$ cat src/rtl/cv32e40p_obi_instr_responder.sv
// OBI instruction-fetch responder: in-order responses, programmable latency, up to DEPTH outstanding.
// Optional random grant stall when CV32E40P_OBI_RESP_STALL_EN is defined.
module cv32e40p_obi_instr_responder #(
    parameter int          DEPTH     = 2,
    parameter int          MEM_AW    = 16,
    parameter logic [31:0] ADDR_BASE = 32'h0000_0000,
    parameter logic [31:0] ADDR_SIZE = 32'h0004_0000
) (
    input  logic              clk,
    input  logic              rst,
    input  logic              instr_req_i,
    input  logic [31:0]       instr_addr_i,
    output logic              instr_gnt_o,
    output logic              instr_rvalid_o,
    output logic [31:0]       instr_rdata_o,
    output logic              instr_err_o,
    input  logic [3:0]        resp_delay_i,
    output logic              mem_req_o,
    output logic [MEM_AW-1:0] mem_addr_o,
    input  logic [31:0]       mem_rdata_i,
`ifdef CV32E40P_OBI_RESP_STALL_EN
    input  logic              stall_en_i,
`endif
    output logic              busy_o
);

    localparam int PW = (DEPTH > 1) ? $clog2(DEPTH) : 1;
    localparam int CW = $clog2(DEPTH + 1);

    logic [31:0]      r_data [DEPTH];
    logic [3:0]       r_dly  [DEPTH];
    logic [DEPTH-1:0] r_val;
    logic [DEPTH-1:0] r_rdy;
    logic [DEPTH-1:0] r_err;
    logic [PW-1:0]    r_head;
    logic [PW-1:0]    r_tail;
    logic [PW-1:0]    r_cap_idx;
    logic             r_cap_pend;
    logic [CW-1:0]    r_cnt;

    logic [31:0]      w_off;
    logic             w_in_range;
    logic             w_stall;
    logic             w_accept;
    logic             w_head_cap;
    logic             w_retire;

    function automatic logic [PW-1:0] f_inc(input logic [PW-1:0] p);
        return (p == PW'(DEPTH - 1)) ? '0 : p + PW'(1);
    endfunction

`ifdef CV32E40P_OBI_RESP_STALL_EN
    logic [15:0] r_lfsr;
    logic        w_fb;

    // Fibonacci taps 16,14,13,11 in right-shift form
    assign w_fb = r_lfsr[0] ^ r_lfsr[2] ^ r_lfsr[3] ^ r_lfsr[5];

    always_ff @(posedge clk or posedge rst) begin
        if (rst) r_lfsr <= 16'hACE1;
        else     r_lfsr <= {w_fb, r_lfsr[15:1]};
    end

    assign w_stall = stall_en_i & r_lfsr[0];
`else
    assign w_stall = 1'b0;
`endif

    assign w_off      = instr_addr_i - ADDR_BASE;
    assign w_in_range = (w_off < ADDR_SIZE);
    assign w_accept   = instr_req_i & instr_gnt_o;
    // Head data arriving on mem_rdata_i this cycle counts as ready so d=0 responds at N+1
    assign w_head_cap = r_cap_pend & (r_cap_idx == r_head);
    assign w_retire   = r_val[r_head] & (r_rdy[r_head] | w_head_cap) & (r_dly[r_head] == 4'd0);

    always_comb begin
        instr_gnt_o    = instr_req_i & (r_cnt < CW'(DEPTH)) & ~w_stall;
        mem_req_o      = 1'b0;
        mem_addr_o     = '0;
        instr_rvalid_o = 1'b0;
        instr_rdata_o  = 32'h0;
        instr_err_o    = 1'b0;
        if (w_accept && w_in_range) begin
            mem_req_o  = 1'b1;
            mem_addr_o = w_off[MEM_AW+1:2];
        end
        if (w_retire) begin
            instr_rvalid_o = 1'b1;
            instr_rdata_o  = r_rdy[r_head] ? r_data[r_head] : mem_rdata_i;
            instr_err_o    = r_err[r_head];
        end
    end

    assign busy_o = (r_cnt != '0);

    always_ff @(posedge clk or posedge rst) begin
        if (rst) begin
            r_val      <= '0;
            r_rdy      <= '0;
            r_err      <= '0;
            r_head     <= '0;
            r_tail     <= '0;
            r_cap_idx  <= '0;
            r_cap_pend <= 1'b0;
            r_cnt      <= '0;
            for (int i = 0; i < DEPTH; i++) begin
                r_data[i] <= 32'h0;
                r_dly[i]  <= 4'd0;
            end
        end else begin
            r_cap_pend <= w_accept & w_in_range;
            r_cap_idx  <= r_tail;

            for (int i = 0; i < DEPTH; i++) begin
                if (r_val[i] && (r_rdy[i] || (r_cap_pend && r_cap_idx == PW'(i))) && r_dly[i] != 4'd0)
                    r_dly[i] <= r_dly[i] - 4'd1;
                if (r_cap_pend && r_cap_idx == PW'(i)) begin
                    r_data[i] <= mem_rdata_i;
                    r_rdy[i]  <= 1'b1;
                end
            end

            if (w_retire) begin
                r_val[r_head] <= 1'b0;
                r_head        <= f_inc(r_head);
            end

            // Out-of-range entries are born ready with zero data and err set
            if (w_accept) begin
                r_val[r_tail]  <= 1'b1;
                r_rdy[r_tail]  <= ~w_in_range;
                r_err[r_tail]  <= ~w_in_range;
                r_data[r_tail] <= 32'h0;
                r_dly[r_tail]  <= resp_delay_i;
                r_tail         <= f_inc(r_tail);
            end

            if (w_accept && !w_retire)      r_cnt <= r_cnt + CW'(1);
            else if (!w_accept && w_retire) r_cnt <= r_cnt - CW'(1);
        end
    end

endmodule

$ cat config.mk
export PLATFORM = sky130hd
export DESIGN_NAME = cv32e40p_obi_instr_responder
export DESIGN_NICKNAME = d
export VERILOG_FILES = /design/src/rtl/cv32e40p_obi_instr_responder.sv
export SDC_FILE = /design/constraint.sdc
export NUM_CORES = 1
export LEC_CHECK = 0
export BUFFER_PORTS_ARGS = -buffer_cell sky130_fd_sc_hd__clkbuf_2
export CORE_MARGIN = 2
export CORE_UTILIZATION = 49
export DETAILED_ROUTE_END_ITERATION = 8
export PLACE_DENSITY = 0.77
export SYNTH_ARGS = -nofsm -noshare
export SYNTH_HDL_FRONTEND = slang
export SYNTH_SLANG_ARGS = --single-unit
export TNS_END_PERCENT = 100
$ cat constraint.sdc
create_clock -name clk -period 2.4 [get_ports clk]
set_input_delay 0.24 -clock clk [delete_from_list [all_inputs] [get_ports clk]]
set_output_delay 0.24 -clock clk [all_outputs]
set_load 0.01 [all_outputs]
## Yosys cells after proc, flatten, opt, wreduce, memory -nomap -nowiden

Cells that the tools add are included.

- Memories: 0
- Bits in read-only memories: 0
- Flip-flop bits (word level): 84
- Bits of input ports: 71
- RAM bits: 0
- Output and inout port bits: 53
- Bits in latches: 0
- Word-level logic and storage cells: 109

- Bitwise gates (word level): 16
- Multipliers: 0
- Magnitude comparators: 9
- Reductions and logical operators: 21
- Divide/modulo/power cells: 0
- Eq/ne operators: 1
- Add/sub/neg operators: 6
- Mux-type cells: 44
- Shift operators: 0

Operators with widths:

| cell | number |
|---|---|
| $mux W32 | 8 |
| $and A64 B64 Y64 | 1 |
| $mux W64 | 1 |
| $not A64 Y64 | 1 |
| $demux W32 S1 | 1 |
| $lt A32 B19 Y1 const B | 1 |
| $mux W4 | 6 |
| $mux W16 | 1 |
| $mux W1 | 15 |
| $logic_and A1 B1 Y1 | 12 |
| $mux W2 | 5 |
| $bwmux W8 | 1 |
| $mux W8 | 1 |
| $reduce_bool A4 Y1 | 2 |
| $sub A4 B1 Y4 const B | 2 |
| $and A1 B1 Y1 | 6 |
| $bwmux W2 | 2 |
| $demux W4 S1 | 1 |
| $ge A2 B2 Y1 const B | 2 |
| $logic_not A4 Y1 | 1 |
| $lt A1 B2 Y1 const B | 2 |
| $not A1 Y2 | 2 |
| $reduce_bool A2 Y1 | 2 |
| $add A1 B1 Y1 const B | 2 |
| 14 further kinds | 19 |

## Depth between registers and ports, before layout

Gate-level depths: netlist (run 1).

- Depth in word-level cells: 9
- Gate-level depth with buffers: 10
- Gate-level depth less buffers: 7

## Least setup slack after synthesis (run 1)

Ideal clock, no wire load.

- Path type: register to register
- From: reg r_dly[0] (netlist name)
- To: reg r_cnt[1]
- Period minus slack after synthesis: 2108 ps
- Setup time: 79 ps
- Stages on the path, launching flop included: 10
- Data arrival time: 2029 ps
- Setup slack: 292 ps
- Required time: 2321 ps
- Buffers on the path: 2
- Path through: dfrtp_1 or4b_4 nor4_4 nor2b_1 buf_6 buf_6 ha_1 xor2_1 nor2_1 xor2_1

- Cells in the longest elaborated chain, start to end: 8
- Elaborated cells between the ends (all ways): 10
- Classes of those cells: mux: 4; bitwise: 1; reduce/logical: 5

RTL lines:

| what | line | RTL |
|---|---|---|
| start: declaration | 31 | `logic [3:0] r_dly [DEPTH];` |
| start signal: indexed assignment | 116 | `r_dly[i] <= r_dly[i] - 4'd1;` |
| start signal: indexed assignment | 134 | `r_dly[r_tail] <= resp_delay_i;` |
| $mux W4 (not written as such) (*) (3 in series) | 74 | `assign w_retire = r_val[r_head] & (r_rdy[r_head] \| w_head_cap) & (r_dly[r_head] == 4'd0);` |
| $logic_not A4 Y1 (*) | 74 |  |
| $and A1 B1 Y1 (*) | 74 |  |
| $logic_not A1 Y1 | 138 | `if (w_accept && !w_retire) r_cnt <= r_cnt + CW'(1);` |
| $logic_and A1 B1 Y1 | 138 |  |
| $mux W2 or $reduce_bool A2 Y1 (tied branches) | -- |  |
| end signal: assignment | 138 |  |
| end signal: assignment | 139 | `else if (!w_accept && w_retire) r_cnt <= r_cnt - CW'(1);` |
| end: declaration | 39 | `logic [CW-1:0] r_cnt;` |

Mark *: on every way between the ends. The rest lies on a longest branch, timed or not. The select of a mux whose other input is x is not followed.
A chain may end at the register's enable or synchronous reset.

## Worst setup path in the final report (run 1)

- From: reg r_dly[1] (netlist name)
- To: out instr_rdata_o[19]

- Cells in the longest elaborated chain, start to end: 6

RTL lines:

| what | line | RTL |
|---|---|---|
| $mux W4 (not written as such) (3 in series) | 74 |  |
| $logic_not A4 Y1 | 74 |  |
| $and A1 B1 Y1 | 74 |  |
| $mux W32 | 87 | `if (w_retire) begin` |
| end: declaration | 15 | `output logic [31:0] instr_rdata_o,` |

No other way between the ends. The select of a mux whose other input is x is not followed.

==> results of run 1 <==
-- registers in the layout (all words and copies together), names as in the netlist --
register	count
r_rdy	2
r_cnt	2
r_dly	8
r_cap_pend	1
r_tail	1
r_val	2
r_cap_idx	1
r_head	1
r_err	2
r_data	64
-- critical path, stage by stage, from the launching register on --
cell and delay, ns:
dfrtp_1 0.38, or4b_4 0.56, nor4_4 0.16, buf_4 0.19, nor2b_4 0.07, buf_4 0.14, a211oi_2 0.19, buf_2 0.18
-- metrics by stage --
step,cells,setup WS [ns],instance area (sq um),utilization [%],hold WS [ns]
6_report,812,-0.0544,5990,61.6,-0.0147
5_1_grt,812,-0.114,5990,61.6,0.0556
4_1_cts,812,-0.208,5940,61.1,0.0170
3_5_place_dp,785,0.0290,5640,58.0,0.393
3_3_place_gp,785,0.0789,5640,58.0,0.391
2_1_floorplan,559,0.292,4900,-,0.357
-- layout make-up --
class | instances | area share (%)
Timing Repair Buffer | 147 | 14.1
Clock buffer | 12 | 2.76
Inverter | 10 | 0.689
Multi-Input combinational cell | 422 | 44.2
Sequential cell | 84 | 35.2
Tap cell | 133 | 2.78
Clock inverter | 4 | 0.376
-- power by group through the flow --
| stage | Clock, mW | Combinational (mW) | Sequential (mW) |
|---|---|---|---|
| after floorplan | 0 | 1.26 | 1.71 |
| after global placement | 0 | 1.65 | 1.74 |
| after detailed placement | 0 | 1.70 | 1.75 |
| after CTS | 0.969 | 1.85 | 1.72 |
| after global routing | 1.02 | 2.05 | 1.76 |
| final | 0.954 | 1.88 | 1.74 |
-- synthesized netlist by cell type, drive strengths merged (3+ instances only) --
cell type / count / share of area [%]
nand2: 142 / 11
clkbuf: 33 / 2.5
xnor2: 3 / 0.54
o21ai: 8 / 0.82
and2: 18 / 2.3
dfrtp: 84 / 43
a21oi: 68 / 6.9
mux2i: 34 / 6.9
nor2: 17 / 1.3
nor4: 4 / 0.82
buf: 12 / 1.6
inv: 10 / 0.77
a211oi: 64 / 13
nand2b: 4 / 0.51
ha: 3 / 0.77
nor2b: 35 / 4.5
-- cells in the final DEF (no fill, tap or decap), types with 2 or more instances in the layout --
master      Yosys  layout
a211o_1         2       2
a211oi_1       36      34
a211oi_2       28      30
a21oi_1        68      68
and2_1         18      18
buf_2           1      28
buf_4           0      19
buf_6           4       7
clkbuf_2        0      92
clkbuf_8        0      12
clkinv_2        0       3
clkinvlp_4      0       2
dfrtp_1        84      81
dfrtp_2         0       3
ha_1            3       2
inv_1          10       9
mux2i_1        34      34
nand2_1       142     141
nand2b_1        4       4
nand4_1         2       2
nor2_1         17      16
nor2b_1        35      33
nor2b_4         0       3
nor4_1          3       3
o211ai_1        2       2
o21ai_0         8       8
xnor2_1         3       3
xor2_1          2       2
-- metal layers --
metal / vias to the layer above / global-route usage, %
li1: 2148 / -
met2: 175 / 41.0
met3: 14 / 3.13
met4: 0 / 9.27
met5: - / 0
met1: 2157 / 30.8
-- how the worst max path moves through the flow --
| stage | slack, ns | to | depth (start not counted) | startpoint |
|---|---|---|---|---|
| floorplan | 0.29 | r_cnt[1]$_DFFE_PP0P_ | 9 | r_dly[0]$_DFF_PP0_ |
| global placement | 0.08 | instr_rdata_o[13] | 6 | r_cap_pend$_DFF_PP0_ |
| detailed placement | 0.03 | instr_rdata_o[17] | 6 | r_cap_pend$_DFF_PP0_ |
| CTS | -0.21 | instr_rdata_o[22] | 7 | r_dly[1]$_DFF_PP0_ |
| global route | -0.11 | instr_rdata_o[19] | 7 | r_dly[1]$_DFF_PP0_ |
| finish | -0.05 | instr_rdata_o[19] | 7 | r_dly[1]$_DFF_PP0_ |
-- cells by family (layout without fill, tap and decap cells) --
family	Yosys count	count (layout)	synth area share, %
AOI/OAI and AO/OA	149	149	21.9
xor gates and xnor gates	5	5	0.894
adders and majority gates	3	3	0.766
buffers and inverters	55	173	4.85
DFF	84	84	42.9
muxes	35	35	7.17
and+or+nand+nor	228	230	21.5
-- what timing repair did --
item | in CTS | in global routing
pin swaps | 4 | 4
setup buffers | 9 | 0
resized for setup | 7 | 39
cloned | 2 | 0
endpoints found under the setup margin | 29 | 36
==> flow_metrics.env, run 1 <==
export IMPL_start_util_pct=50.4
export IMPL_cts_sinks=84
export IMPL_ys_flop_type="dfrtp_1"
export IMPL_cp_arrival_ns=2.21
export IMPL_synthesis_area_sq_um=4900
export IMPL_post_route_drc_count=0
export IMPL_wl_met2_um=6360
export IMPL_drv_slew=0
export IMPL_drtIter0Drc=309
export IMPL_port_buffers=121
export IMPL_hold_path_class="in2async"
export IMPL_internal_power_mw=2.80
export IMPL_worst_slack_ns=-0.0544
export IMPL_seq_area_frac_synth_pct=42.9
export IMPL_clock_skew_final_ns=0.00660
export IMPL_drive_gt1_share_pct=31.2
export IMPL_multi_input_area_sq_um=2650
export IMPL_synth_cells=559
export IMPL_switching_share_pct=38.9
export IMPL_fmax_ghz=0.407
export IMPL_power_leakage_nw=2.87
export IMPL_synth_edf_count=0
export IMPL_p_clk_share_pct=20.9
export IMPL_wl_per_cell_um=15.8
export IMPL_ys_async_sr_fraction_pct=100
export IMPL_cts_htree_levels=3
export IMPL_synth_warnings=0
export IMPL_cts_buffer_depth=2
export IMPL_grt_first_pass_wirelength_um=21100
export IMPL_track_usage_pct=23.9
export IMPL_overflow=0
export IMPL_maxCapViolations=0
export IMPL_cts_tree="yes"
export IMPL_setup_violations=8
export IMPL_critPathMaxFanout=5
export IMPL_met3WireLength_um=791
export IMPL_vias=4494
export IMPL_vdd_ir_drop_max_mv=0.491
export IMPL_ff2ff_setup_slack_ns=0.10
export IMPL_setup_tns_ns=-0.209
export IMPL_numCtsBuffers=9
export IMPL_io_pins=124
export IMPL_ant_nets=0
export IMPL_syn_nets=633
export IMPL_seq_area_sq_um=2110
export IMPL_die_y_um=104
export IMPL_critPathRequiredTime_ns=2.16
export IMPL_whs_ns=-0.0147
export IMPL_cts_clk_slew_worst_paths_ns=0.08
export IMPL_hold_buffers=0
export IMPL_violations="negative hold slack, negative setup slack"
export IMPL_critPathKind="reg2out"
export IMPL_rows=36
export IMPL_nets=748
export IMPL_die_w_um=104
export IMPL_place_congestion=0.810
export IMPL_grt_pass1_vias=4405
export IMPL_grt_max_degree=85
export IMPL_synth_seq_cells=84
export IMPL_reg2reg_from="r_dly[1]$_DFF_PP0_"
export IMPL_sequentialPowerShare_pct=38.0
export IMPL_hold_viol=10
export IMPL_antenna_cells=0
export IMPL_antenna_found_initial=0
export IMPL_root_buffer="clkbuf_8"
export IMPL_worst_slew_pin_slew_ns=0.824
export IMPL_wl_met1_um=5530
export IMPL_core_area_sq_um=9730
export IMPL_dp_hpwl_um=7930
export IMPL_r2r_end="r_cnt[1]$_DFFE_PP0P_"
export IMPL_min_period_over_period_pct=102
export IMPL_syn_to_final_growth_pct=22.2
export IMPL_power_per_cell_area_nw_per_um2=764
export IMPL_fin_crit_ns=2.45
export IMPL_wirelength_um=12900
export IMPL_total_power_mw=4.58
export IMPL_clk_latency_ns=0.34
export IMPL_start_kind="register"
export IMPL_rsz0062_at_grt="true"
export IMPL_status="complete, but fails checks"
export IMPL_relSlewSlack_pct=45.0
export IMPL_yosysUniqueCellTypes=36
export IMPL_crit_path_end_kind="output pin"
export IMPL_p_comb_share_pct=41.2
export IMPL_fill_cells=855
export IMPL_viasPerCell=5.53
export IMPL_top_layer="met4"
export IMPL_reg2reg_depth=10
export IMPL_avgSynthCellArea_sq_um=8.77
export IMPL_dieArea_sq_um=10800
export IMPL_netSwitchingPower_mw=1.78
export IMPL_dr_pass1_iters=5
(Power assumes the default switching activity.)
==> run 2: changes to the inputs <==
--- a/config.mk
+++ b/config.mk
@@ -6,10 +6,12 @@
 export NUM_CORES = 1
 export LEC_CHECK = 0
 export BUFFER_PORTS_ARGS = -buffer_cell sky130_fd_sc_hd__clkbuf_2
+export CAP_MARGIN = 20
 export CORE_MARGIN = 2
 export CORE_UTILIZATION = 49
 export DETAILED_ROUTE_END_ITERATION = 8
 export PLACE_DENSITY = 0.77
+export SETUP_SLACK_MARGIN = 0.5
 export SYNTH_ARGS = -nofsm -noshare
 export SYNTH_HDL_FRONTEND = slang
 export SYNTH_SLANG_ARGS = --single-unit
==> run 2 against run 1 <==
The flow finishes with violations (negative setup slack). Combinational power increased by 6%. Die area unchanged. Register-to-register slack got worse by 0.02 ns. Worst setup slack got worse by 0.034 ns. Non-clock buffer count increased by 5. Global-route usage increased by 0.98 points. Via count increased by 0.76%. Sequential power about the same. Sequential share of layout area decreased by 1.0 points. Fmax decreased by 1.4%. Critical path type unchanged. Critical endpoint unchanged. Largest cell class unchanged. Largest power group unchanged. Highest routed layer unchanged.
==> flow_metrics.env, run 2 (synthesized netlist as in run 1, its figures left out) <==
export IMPL_largest_register_ff_count=64
export IMPL_grt_pass1_vias=4505
export IMPL_fin_crit_ns=2.49
export IMPL_setup_tns_ns=-1.31
export IMPL_cts_tree="yes"
export IMPL_die_w_um=104
export IMPL_final_cells=817
export IMPL_power_leakage_nw=2.94
export IMPL_power_per_cell_area_nw_per_um2=803
export IMPL_crit_path_end_kind="output pin"
export IMPL_start_kind="register"
export IMPL_place_ws_ns=-0.0797
export IMPL_clock_skew_final_ns=0.0142
export IMPL_maxCapViolations=0
export IMPL_worst_slack_ns=-0.0885
export IMPL_cts_clk_slew_worst_paths_ns=0.09
export IMPL_core_area_sq_um=9730
export IMPL_max_stage_delay_ns=0.56
export IMPL_drtIter0Drc=278
export IMPL_overflow=0
export IMPL_die_y_um=104
export IMPL_drive_gt1_share_pct=32.2
export IMPL_wl_per_cell_um=16.1
export IMPL_cts_htree_levels=3
export IMPL_min_period_over_period_pct=104
export IMPL_port_buffers=121
export IMPL_design_area_sq_um=6170
export IMPL_fmax_ghz=0.402
export IMPL_vdd_ir_drop_max_mv=0.401
export IMPL_antenna_found_initial=0
export IMPL_reg_top3="r_data: 64 flops, r_dly: 8 flops"
export IMPL_worst_slew_pin_slew_ns=0.840
export IMPL_cp_arrival_ns=2.25
export IMPL_critPathRequiredTime_ns=2.16
export IMPL_cts_buffer_depth=2
export IMPL_drv_slew=0
export IMPL_relSlewSlack_pct=43.9
export IMPL_vias=4528
export IMPL_multi_input_area_sq_um=2710
export IMPL_hold_path_class="in2async"
export IMPL_grt_max_degree=69
export IMPL_crit_slowest_cell="or4b_4"
export IMPL_fill_cells=848
export IMPL_wirelength_um=13200
export IMPL_nets=754
export IMPL_place_congestion=0.842
export IMPL_crit_chain="or4b_4, nor4_4, buf_4, nor2b_4, buf_12, a211oi_2, buf_2"
export IMPL_cts_sinks=84
export IMPL_ant_nets=0
export IMPL_status="complete, but fails checks"
export IMPL_hold_buffers=0
export IMPL_place_area_sq_um=5710
export IMPL_rsz0062_at_grt="true"
export IMPL_critPathKind="reg2out"
export IMPL_io_pins=124
export IMPL_syn_to_final_growth_pct=25.9
export IMPL_seq_area_sq_um=2110
export IMPL_dp_hpwl_um=8180
export IMPL_dieArea_sq_um=10800
export IMPL_reg2reg_depth=10
export IMPL_dr_pass1_iters=5
export IMPL_violations="negative setup slack"
export IMPL_start_util_pct=50.4
export IMPL_rows=36
export IMPL_layout_commonest_cell="nand2_1"
export IMPL_final_cell_mix="nand2_1, clkbuf_2, dfrtp_1, a21oi_1, mux2i_1"
export IMPL_numCtsBuffers=9
export IMPL_viasPerCell=5.54
export IMPL_top_register="r_data"
export IMPL_clk_latency_ns=0.38
export IMPL_track_usage_pct=24.9
export IMPL_dp_cells=790
export IMPL_setup_violations=29
export IMPL_root_buffer="clkbuf_8"
export IMPL_grt_first_pass_wirelength_um=21700
export IMPL_antenna_cells=0
export IMPL_whs_ns=0.00387
export IMPL_critPathMaxFanout=6
export IMPL_hold_viol=0
export IMPL_post_route_drc_count=0
## run 2: cell types whose count changed in the layout (fill, tap and decap cells not counted), sizes merged
cell      before  now
bufinv         0    3
nor2b         37   38
inv            9    8
buf           55   64
clkinv         3    2
clkbuf       104   97
clkinvlp       2    3
## run 2: worst max-delay path, delay by kind of cell (launching register included)
family,cells,cell delay [ns]
compound gates,1,0.17
simple gates,3,0.81
flops,1,0.40
buf+inv,3,0.49
## run 2: power breakdown
group	leakage, nW	internal (mW)	switching, mW
clock network	0.112	0.687	0.542
logic	1.71	0.809	1.19
registers	1.12	1.58	0.147
## run 2: final cells by class
cell class,instances,area share [%]
multi-input combinational,423,43.9
sequential,84,34.1
timing repair buffer,152,14.6
tap,133,2.70
clock buffer,9,2.01
clock inverter,6,1.84
inverter,10,0.750
## run 2: stage by stage
stage                     util, %  total power [mW]
after global placement       58.6              3.43
after CTS                    62.9              4.91
after floorplan                 -              2.98
after global routing         63.4              5.27
after detailed placement     58.6              3.49
final                        63.4              4.96
## run 2: per-layer routing
metal	track usage [%]	part of all wire, %	routed length, um
met2	42.0	50	6610
met3	4.76	7.0	924
met5	0	0	0
met1	31.5	41	5440
met4	10.1	1.4	189
## run 2: final timing paths
path	from	end	slack (ns)
max in group asynchronous	rst	r_rdy[0]$_DFF_PP0_	1.66
setup / recovery	r_dly[1]$_DFF_PP0_	instr_rdata_o[19]	-0.09
setup reg to reg	r_dly[1]$_DFF_PP0_	r_cnt[1]$_DFFE_PP0P_	0.08
hold / removal	rst	r_data[3]$_DFF_PP0_	0.004
min in group clk	resp_delay_i[3]	r_dly[7]$_DFF_PP0_	0.10
hold reg to reg	r_cnt[1]$_DFFE_PP0P_	r_cnt[1]$_DFFE_PP0P_	0.51
## run 2: what timing repair did
item,CTS,global route
cloned,3,0
endpoints found under the setup margin,52,55
gates resized for setup,16,43
pin swaps,5,4
buffers inserted,8,1
==> run 3: changes to the inputs <==
--- a/config.mk
+++ b/config.mk
@@ -8,9 +8,9 @@
 export BUFFER_PORTS_ARGS = -buffer_cell sky130_fd_sc_hd__clkbuf_2
 export CAP_MARGIN = 20
 export CORE_MARGIN = 2
-export CORE_UTILIZATION = 49
+export CORE_UTILIZATION = 55
 export DETAILED_ROUTE_END_ITERATION = 8
-export PLACE_DENSITY = 0.77
+export PLACE_DENSITY = 0.82
 export SETUP_SLACK_MARGIN = 0.5
 export SYNTH_ARGS = -nofsm -noshare
 export SYNTH_HDL_FRONTEND = slang
==> constraint.sdc (replaced) <==
create_clock -name clk -period 3.14 [get_ports clk]
set_input_delay 0.314 -clock clk [delete_from_list [all_inputs] [get_ports clk]]
set_output_delay 0.314 -clock clk [all_outputs]
set_load 0.01 [all_outputs]
==> run 3 against run 2 <==
The flow now finishes without violations. Combinational power decreased by 34%. Routed wire length shrank 4.4%. Clock skew decreased by 0.010 ns. Sequential share of layout area rose by 2.1 points. Critical path depth shrank 1. Clock power is 34% lower. Cell count fell by 5.1%. Worst hold slack gained 0.083 ns. First-iteration DRC count shrank 33%. Die area fell by 11%. Global-route usage up 1.7 points. Register-to-register slack better by 0.86 ns. Critical path type unchanged. Highest routed layer unchanged.
==> flow_metrics.env, run 3 (synthesized netlist as in run 1, its figures left out) <==
export IMPL_dp_cells=756
export IMPL_fmax_ghz=0.391
export IMPL_track_usage_pct=26.6
export IMPL_fin_crit_ns=2.55
export IMPL_dr_pass1_iters=5
export IMPL_place_congestion=0.808
export IMPL_final_cells=775
export IMPL_top_register="r_data"
export IMPL_cts_buffer_depth=2
export IMPL_reg2reg_from="r_dly[0]$_DFF_PP0_"
export IMPL_grt_pass1_vias=4657
export IMPL_overflow=0
export IMPL_clock_skew_final_ns=0.00400
export IMPL_maxCapViolations=0
export IMPL_path_buf_inv=2
export IMPL_crit_slowest_cell="or4b_4"
export IMPL_drtIter0Drc=186
export IMPL_io_pins=124
export IMPL_status="complete, no violations"
export IMPL_rsz0062_at_grt="false"
export IMPL_root_buffer="clkbuf_8"
export IMPL_dp_hpwl_um=8120
export IMPL_antenna_found_initial=0
export IMPL_ff2ff_setup_slack_ns=0.94
export IMPL_reg2reg_depth=8
export IMPL_hold_buffers=0
export IMPL_cts_tree="yes"
export IMPL_post_route_drc_count=0
export IMPL_r2r_end="r_cnt[1]$_DFFE_PP0P_"
export IMPL_crit_chain="or4b_4, nor4_4, nor2b_4, buf_4, a211oi_2, clkbuf_2"
export IMPL_reg_top3="r_data: 64 flops, r_dly: 8 flops"
export IMPL_final_cell_mix="nand2_1, clkbuf_2, dfrtp_1, a21oi_1"
export IMPL_start_util_pct=56.5
export IMPL_die_y_um=98.4
export IMPL_hold_viol=0
export IMPL_power_per_cell_area_nw_per_um2=594
export IMPL_dieArea_sq_um=9680
export IMPL_syn_to_final_growth_pct=18.8
export IMPL_die_w_um=98.4
export IMPL_wl_per_cell_um=16.2
export IMPL_layout_commonest_cell="nand2_1"
export IMPL_wirelength_um=12600
export IMPL_largest_register_ff_count=64
export IMPL_drive_gt1_share_pct=29.1
export IMPL_cts_htree_levels=3
export IMPL_worst_slew_pin_slew_ns=0.888
export IMPL_max_stage_delay_ns=0.56
export IMPL_setup_tns_ns=0
export IMPL_nets=737
export IMPL_cp_arrival_ns=2.24
export IMPL_final_core_util_pct=67.1
export IMPL_cts_sinks=84
export IMPL_vias=4519
export IMPL_numCtsBuffers=9
export IMPL_vdd_ir_drop_max_mv=0.422
export IMPL_drv_slew=0
export IMPL_setup_violations=0
export IMPL_whs_ns=0.0866
export IMPL_viasPerCell=5.83
export IMPL_grt_max_degree=69
export IMPL_rows=34
export IMPL_grt_first_pass_wirelength_um=21100
export IMPL_cts_clk_slew_worst_paths_ns=0.08
export IMPL_hold_path_class="in2async"
export IMPL_min_period_over_period_pct=81.4
export IMPL_core_area_sq_um=8680
export IMPL_start_kind="register"
export IMPL_critPathKind="reg2out"
export IMPL_critPathRequiredTime_ns=2.83
export IMPL_clk_latency_ns=0.36
export IMPL_power_leakage_nw=2.78
export IMPL_ant_nets=0
export IMPL_antenna_cells=0
export IMPL_critPathMaxFanout=5
export IMPL_port_buffers=121
export IMPL_crit_path_end_kind="output pin"
export IMPL_path_delay_family="simple AND/OR/NAND/NOR gates"
export IMPL_relSlewSlack_pct=40.8
-- run 3: routing by layer --
metal  wire, um  share of wire, %  up-vias  track usage [%]
li1           -                 -     2132                -
met1       5070                40     2183             32.2
met2       6460                51      184             46.7
met3        843               6.7       20             4.58
met4        202               1.6        0             11.1
met5          0                 0        -                0
-- run 3: area by class of cell --
cell class	count	area (sq um)
Timing Repair Buffer	138	746
Sequential cell	84	2110
Inverter	10	38.8
Multi-Input combinational cell	420	2590
Clock inverter	1	30.0
Tap cell	108	135
Fill cell	741	2860
Clock buffer	14	173
-- run 3: report_power, final --
group / leakage (nW) / internal, mW / switching, mW / total [mW]
Clock: 0.103 / 0.430 / 0.377 / 0.807
Sequential: 1.12 / 1.21 / 0.114 / 1.32
Combinational: 1.56 / 0.511 / 0.820 / 1.33
Total: 2.78 / 2.15 / 1.31 / 3.46
-- run 3: per-stage QoR --
step	total power [mW]	area [sq um]	setup slack (ns)
6_report	3.46	5820	0.585
5_1_grt	3.66	5820	0.514
4_1_cts	3.46	5820	0.455
3_5_place_dp	2.62	5570	0.766
3_3_place_gp	2.57	5570	0.828
2_1_floorplan	2.26	4900	0.661
-- run 3: what timing repair did --
| item | CTS | global route |
|---|---|---|
| pin swaps | 1 | 1 |
| setup endpoints to repair | 11 | 32 |
| setup buffers | 4 | 0 |
| cloned | 0 | 0 |
| resized for setup | 2 | 1 |
-- run 3: worst max path at each step --
stage	startpoint	cells past startpoint	slack, ns	to
global placement	r_dly[0]$_DFF_PP0_	6	0.83	instr_rdata_o[1]
floorplan	rst	1	0.66	r_cap_idx$_DFF_PP0_
finish	r_dly[0]$_DFF_PP0_	6	0.59	instr_rdata_o[18]
global route	r_dly[0]$_DFF_PP0_	6	0.51	instr_rdata_o[20]
detailed placement	r_dly[0]$_DFF_PP0_	6	0.77	instr_rdata_o[1]
CTS	r_dly[0]$_DFF_PP0_	6	0.46	instr_rdata_o[0]
